[src/rtl/fetch_ctrl_pkg.sv]
// fetch_ctrl_pkg: shared widths, memory geometry and fetch FSM state encoding.
package fetch_ctrl_pkg;
  localparam int ADDR_W     = 24;
  localparam int INST_W     = 24;
  localparam int INST_BYTES = 3;
  localparam int MEM_BYTES  = 64;
  localparam int RESET_PC   = 0;
  typedef enum logic [1:0] {ST_IDLE, ST_RUN, ST_FAULT} state_t;
endpackage

[src/rtl/fetch_ctrl_fifo.sv]
// fetch_ctrl_fifo: 2-entry in-order {pc,inst} buffer; the head is a plain register so out_* carry no comb path.
module fetch_ctrl_fifo #(
  parameter int W = 48
) (
  input  logic         clk,
  input  logic         rst_n,
  input  logic         i_push,
  input  logic         i_pop,
  input  logic         i_flush,
  input  logic [W-1:0] i_data,
  output logic [W-1:0] o_head,
  output logic [1:0]   o_count
);
  logic [W-1:0] r_head, r_tail;
  logic [1:0]   r_count;
  always_ff @(posedge clk or negedge rst_n) begin
    if (!rst_n) begin
      r_head  <= '0;
      r_tail  <= '0;
      r_count <= '0;
    end else if (i_flush) begin
      r_count <= '0;
    end else begin
      if (i_pop) r_head <= (r_count == 2'd2) ? r_tail : i_data;
      else if (i_push && r_count == 2'd0) r_head <= i_data;
      if (i_push && (r_count == 2'd2 || (r_count == 2'd1 && !i_pop))) r_tail <= i_data;
      r_count <= r_count + {1'b0, i_push} - {1'b0, i_pop};
    end
  end
  assign o_head  = r_head;
  assign o_count = r_count;
endmodule

[src/rtl/fetch_ctrl.sv]
// fetch_ctrl: instruction-fetch sequencer; owns the PC, issues 1-cycle-latency memory reads,
// buffers results for decode, handles redirects and faults on out-of-range fetch.
module fetch_ctrl
  import fetch_ctrl_pkg::*;
(
  input  logic              clk,
  input  logic              rst_n,
  input  logic              en,
  output logic [ADDR_W-1:0] im_pc,
  input  logic [INST_W-1:0] im_inst,
  input  logic              redirect_valid,
  input  logic [ADDR_W-1:0] redirect_pc,
  output logic              out_valid,
  input  logic              out_ready,
  output logic [INST_W-1:0] out_inst,
  output logic [ADDR_W-1:0] out_pc,
  output logic              fault,
  output logic [ADDR_W-1:0] fault_pc
);
  localparam logic [ADDR_W-1:0] LAST_PC = ADDR_W'(MEM_BYTES - INST_BYTES);
  state_t                   r_state;
  logic [ADDR_W-1:0]        r_pc, r_req, r_fault_pc;
  logic                     r_inflight, r_fault;
  logic [1:0]               w_count;
  logic [ADDR_W+INST_W-1:0] w_head;
  logic                     w_pop, w_room, w_try, w_legal, w_issue, w_push;
  assign w_pop   = out_valid & out_ready;
  assign w_legal = r_pc <= LAST_PC;
  // The slot freed by a same-cycle pop counts, so a held-ready stream sustains one per cycle.
  assign w_room  = (3'(w_count) + 3'(r_inflight)) < (3'd2 + 3'(w_pop));
  assign w_try   = (r_state == ST_RUN) & w_room & !redirect_valid;
  assign w_issue = w_try & w_legal;
  assign w_push  = r_inflight & !redirect_valid;
  always_ff @(posedge clk or negedge rst_n) begin
    if (!rst_n) begin
      r_state    <= ST_IDLE;
      r_pc       <= ADDR_W'(RESET_PC);
      r_req      <= '0;
      r_inflight <= 1'b0;
      r_fault    <= 1'b0;
      r_fault_pc <= '0;
    end else if (redirect_valid) begin
      r_pc       <= redirect_pc;
      r_inflight <= 1'b0;
      if (r_state == ST_FAULT && redirect_pc > LAST_PC) begin
        r_fault_pc <= redirect_pc;
      end else begin
        r_state <= en ? ST_RUN : ST_IDLE;
        r_fault <= 1'b0;
      end
    end else begin
      r_inflight <= w_issue;
      if (w_issue) begin
        r_req <= r_pc;
        r_pc  <= r_pc + ADDR_W'(INST_BYTES);
      end
      if (w_try && !w_legal) begin
        r_state    <= ST_FAULT;
        r_fault    <= 1'b1;
        r_fault_pc <= r_pc;
      end else if (r_state != ST_FAULT) begin
        r_state <= en ? ST_RUN : ST_IDLE;
      end
    end
  end
  fetch_ctrl_fifo #(.W(ADDR_W + INST_W)) u_fifo (
    .clk     (clk),
    .rst_n   (rst_n),
    .i_push  (w_push),
    .i_pop   (w_pop),
    .i_flush (redirect_valid),
    .i_data  ({r_req, im_inst}),
    .o_head  (w_head),
    .o_count (w_count)
  );
  assign im_pc     = r_pc;
  assign out_valid = w_count != 2'd0;
  assign out_pc    = w_head[ADDR_W+INST_W-1:INST_W];
  assign out_inst  = w_head[INST_W-1:0];
  assign fault     = r_fault;
  assign fault_pc  = r_fault_pc;
endmodule

[config.mk]
export PLATFORM = sky130hd
export DESIGN_NAME = fetch_ctrl
export DESIGN_NICKNAME = d
export VERILOG_FILES = /design/src/rtl/fetch_ctrl_pkg.sv /design/src/rtl/fetch_ctrl_fifo.sv /design/src/rtl/fetch_ctrl.sv
export SDC_FILE = /design/constraint.sdc
export NUM_CORES = 1
export LEC_CHECK = 0
export BUFFER_PORTS_ARGS = -buffer_cell sky130_fd_sc_hd__buf_2
export CORE_ASPECT_RATIO = 1.5
export CORE_UTILIZATION = 59
export DETAILED_ROUTE_END_ITERATION = 7
export HOLD_SLACK_MARGIN = 0.15
export PLACE_DENSITY = 0.95
export SLEW_MARGIN = 5
export SYNTH_ARGS = -nofsm -noshare
export SYNTH_HDL_FRONTEND = slang
export SYNTH_SLANG_ARGS = --single-unit
[constraint.sdc]
create_clock -name clk -period 4.6 [get_ports clk]
set_clock_uncertainty 0.2 [all_clocks]
set_input_delay 0.92 -clock clk [delete_from_list [all_inputs] [get_ports clk]]
set_output_delay 0.92 -clock clk [all_outputs]
set_load 0.01 [all_outputs]
==> reports/results.txt <==
The library cell used as clock root buffer was sky130_fd_sc_hd__clkbuf_16. Tracing the worst setup path back leads to its startpoint at redirect_valid. In the routed layout, each cell is associated on average with a via count of 5.687. The worst setup path is captured at a flop. The tools report the sequential fraction of the synthesis area as 0.6054. The post-CTS repair timing setup buffer count was 0; the number of warnings issued by yosys was 0.

The largest vdd supply drop is 0.0003373 V. The number of gates resized after CTS was 0. The first global-routing pass estimated 24.69 mm of wire. For the number of hold violations in the final report, the log shows 0. The flow ran to the end, and the final reports show no timing, DRC or antenna violations. The worst hold slack was 0.3015 ns; the portion of the clock cycle consumed by the worst path in the final layout was 0.7044. The logs give 0.2733 for the relative max-transition margin and 3.37 ns for the critical path arrival. The area of the die is 0.01264 mm². The routed design could run at a clock period as short as 3.240 ns. The share of async-settable or async-resettable flops after synthesis is 1.000. The number of global-route vias before repair was 5,192; the setup TNS after final layout was 0 ns. The synthesized design contains 0 enable-type register cells.

Data on the critical path is required at its endpoint by 4.73 ns. The cell area power density works out to 451.1 mW/mm². In this run the deepest clock path goes through 2 buffers. 0 antenna diodes ended up in the layout. After detailed routing, the total wire length is 15.49 mm.

CTS saw 174 sinks. The tools report the initial core utilization as 0.6016. Among all stages on the critical path, the largest delay is contributed by sky130_fd_sc_hd__o32ai_4. The number of standard cells in the layout, taps in and fillers out was 876; the overall global routing resource usage was 0.2552. At the end of routability-driven placement, the weighted congestion stood at 0.7678.

In this run the tool buffered the top-level ports with 150 buffer cells. The post-cts hold buffer count was 0; the number of max-slew violations in the final report was 0. For the pin with the worst max-slew slack, the measured transition is 1.090 ns.

The cell area that synthesis handed to floorplanning was 0.007192 mm². For this block, the initial DRC count from the detailed router was 140. Measured along the y axis, the die boundary spans 137.2 µm. The standard-cell row count came out at 49. The sequential cell area was 0.004354 mm². Yosys attributes the largest share of cell area to sky130_fd_sc_hd__dfrtp_1 (61%), sky130_fd_sc_hd__mux2_2 (14%), sky130_fd_sc_hd__mux2i_1 (7.4%). Counting every instance in the synthesized netlist gives 564.

In this run the worst path has a maximum fanout of 42. When the netlist entered floorplanning its net count stood at 623. Worst hold path class: flop to flop. TritonCTS built the clock tree. The area share of the largest cell type after synthesis works out to 0.6054.

The tools report the origin of the worst min-delay path as fault. The fraction of layout instances using a drive strength above 1 is 0.3956. The run gives 0.01196 mm² as the total core area. After detailed placement, the design holds a cell count of 844.

Counting the buffers created by CTS gives 17. STA classifies the critical path startpoint as a primary input. In the final routed layout, each cell accounts on average for 17.69 µm. After legalization and detailed placement, the total HPWL measured 10.16 mm.

Start-to-end type of the worst setup path: primary input to flop. Maximum level of the CTS H-tree: 4. The number of maximum-capacitance violations is 0.

In this run the critical register-to-register path is launched from im_pc[0]. Derived from the worst setup path, the maximum achievable clock frequency is 308.6 MHz. The cell taking the most area after synthesis was sky130_fd_sc_hd__dfrtp_1.

In the final design database the tool counted 769 nets. In this run the count of I/O pins placed on the die edge is 151. The pin count of the biggest net entering global routing was 109. From left edge to right edge, the die measures 92.15 µm. Setup violations remaining at the end of the flow were counted as 0. The leading register cell type out of synthesis is sky130_fd_sc_hd__dfrtp_1. The average cell area after synthesis was 12.75 µm². The area growth from synthesis to layout was 21.61%; the cell leakage power was 4.700 nW.

The latest clock arrival within the worst-skew pair came out at 0.42 ns. The logs give 37 for the number of distinct standard cells referenced by the synthesized netlist and 4 for the iteration count of the initial detailed-routing pass. The run gives 4,982 as the number of vias after detailed routing.

The residual DRC count came out at 0. In this run the register-to-register setup slack is 1.57 ns. The critical path goes through buf_2 -> inv_1 -> o32ai_4 -> buf_4 -> mux2i_1. The longest individual stage delay on the worst path was 1.00 ns.

After clock tree synthesis, the clock-pin slew on the worst setup and hold paths is 0.07 ns. The synthesized design contains 174 register bits. The logs give 0 for the leftover overflow at the end of global routing and 777 for the number of fill cells in the layout.

Setup repair after global routing left no endpoint under its margin. Once detail routing completed, the nets flagged for antenna violations numbered 0. In the final layout, the multi-input gates occupy 0.002689 mm². The run gives 0 as the initial antenna violation count.
==> report_power, final <==
part           internal [mW]  total [mW]  leakage, nW  switching [mW]
Sequential              1.69        1.80         2.25           0.105
Combinational          0.298       0.616         2.14           0.317
Clock                  0.923        1.53        0.312           0.607
==> metrics by stage <==
step | setup slack [ns] | power [mW] | cell area, µm² | utilization
final | 1.360 | 3.945 | 8746 | 0.7316
after detailed placement | 0.9647 | 2.438 | 8105 | 0.6780
after global routing | 1.193 | 4.087 | 8746 | 0.7316
after global placement | 1.094 | 2.397 | 8105 | 0.6780
after floorplan | 1.881 | 2.134 | 7192 | -
after CTS | 1.355 | 3.976 | 8746 | 0.7316
==> per-layer routing <==
| metal | part of all wire | GRT usage |
|---|---|---|
| met5 | 0 | 0 |
| met4 | 0.019 | 0.09722 |
| met3 | 0.044 | 0.05408 |
| met2 | 0.55 | 0.4805 |
| met1 | 0.39 | 0.2795 |
==> state kept, by name (all words and copies together), names as in the netlist <==
register        flops
fault               1
fault_pc           24
r_inflight          1
u_fifo.o_count      2
im_pc              24
u_fifo.r_tail      48
u_fifo.o_head      48
r_state             2
r_req              24
==> worst max-delay path, delay by kind of cell <==
kind / cells / cell delay, ns
AO/OA/AOI/OAI: 1 / 1.00
buffers and inverters: 3 / 1.20
multiplexers: 1 / 0.23
==> final cells by class <==
cell class / count / area share
Clock buffer: 18 / 0.04907
Clock inverter: 14 / 0.02418
Inverter: 11 / 0.004721
Multi-Input combinational cell: 348 / 0.3074
Sequential cell: 174 / 0.4979
Tap cell: 153 / 0.02189
Timing Repair Buffer: 158 / 0.09485
==> cells in the final DEF (no fill, tap or decap), types with 4 or more instances in the layout <==
| cell | instances |
|---|---|
| sky130_fd_sc_hd__nor2b_1 | 5 |
| sky130_fd_sc_hd__bufinv_16 | 4 |
| sky130_fd_sc_hd__nand2b_1 | 4 |
| sky130_fd_sc_hd__nor2_1 | 60 |
| sky130_fd_sc_hd__nand3_1 | 6 |
| sky130_fd_sc_hd__and2_1 | 18 |
| sky130_fd_sc_hd__buf_4 | 7 |
| sky130_fd_sc_hd__mux2i_1 | 53 |
| sky130_fd_sc_hd__a21oi_1 | 50 |
| sky130_fd_sc_hd__dfrtp_1 | 174 |
| sky130_fd_sc_hd__ha_1 | 6 |
| sky130_fd_sc_hd__buf_2 | 149 |
| sky130_fd_sc_hd__mux2_2 | 91 |
| sky130_fd_sc_hd__o21ai_0 | 7 |
| sky130_fd_sc_hd__nor4_1 | 9 |
| sky130_fd_sc_hd__nand2_1 | 11 |
| sky130_fd_sc_hd__inv_1 | 11 |
| sky130_fd_sc_hd__clkbuf_16 | 17 |
| sky130_fd_sc_hd__clkinv_4 | 5 |
==> path summary, 6_finish.rpt <==
path	endpoint	depth (start not counted)
max in group asynchronous	r_req[17]	2
min in group asynchronous	u_fifo.r_tail[17]	1
hold reg to reg	fault	1
setup reg to reg	fault_pc[2]	8
setup / recovery	fault_pc[2]	5
hold / removal	fault	1
==> cells in the mapped netlist (all sizes together), types with 4 or more instances <==
| library cell | n |
|---|---|
| inv | 11 |
| nand3 | 6 |
| nand2b | 4 |
| nor4 | 9 |
| nand2 | 12 |
| o21ai | 8 |
| a21oi | 51 |
| nor2 | 60 |
| nor2b | 5 |
| clkbuf | 21 |
| mux2 | 91 |
| dfrtp | 174 |
| buf | 10 |
| ha | 6 |
| and2 | 18 |
| mux2i | 53 |
==> kinds of logic after synthesis <==
family                   after synthesis  synth area share
flip-flops                           174            0.6054
multiplexers                         144            0.2162
AND/OR/NAND/NOR                      123           0.08351
AO/OA/AOI/OAI                         73           0.05776
buffers and inverters                 42           0.02418
adder cells (fa/ha/maj)                6           0.01044
XOR/XNOR                               2          0.002436
Power figures use the tool's default switching activity.
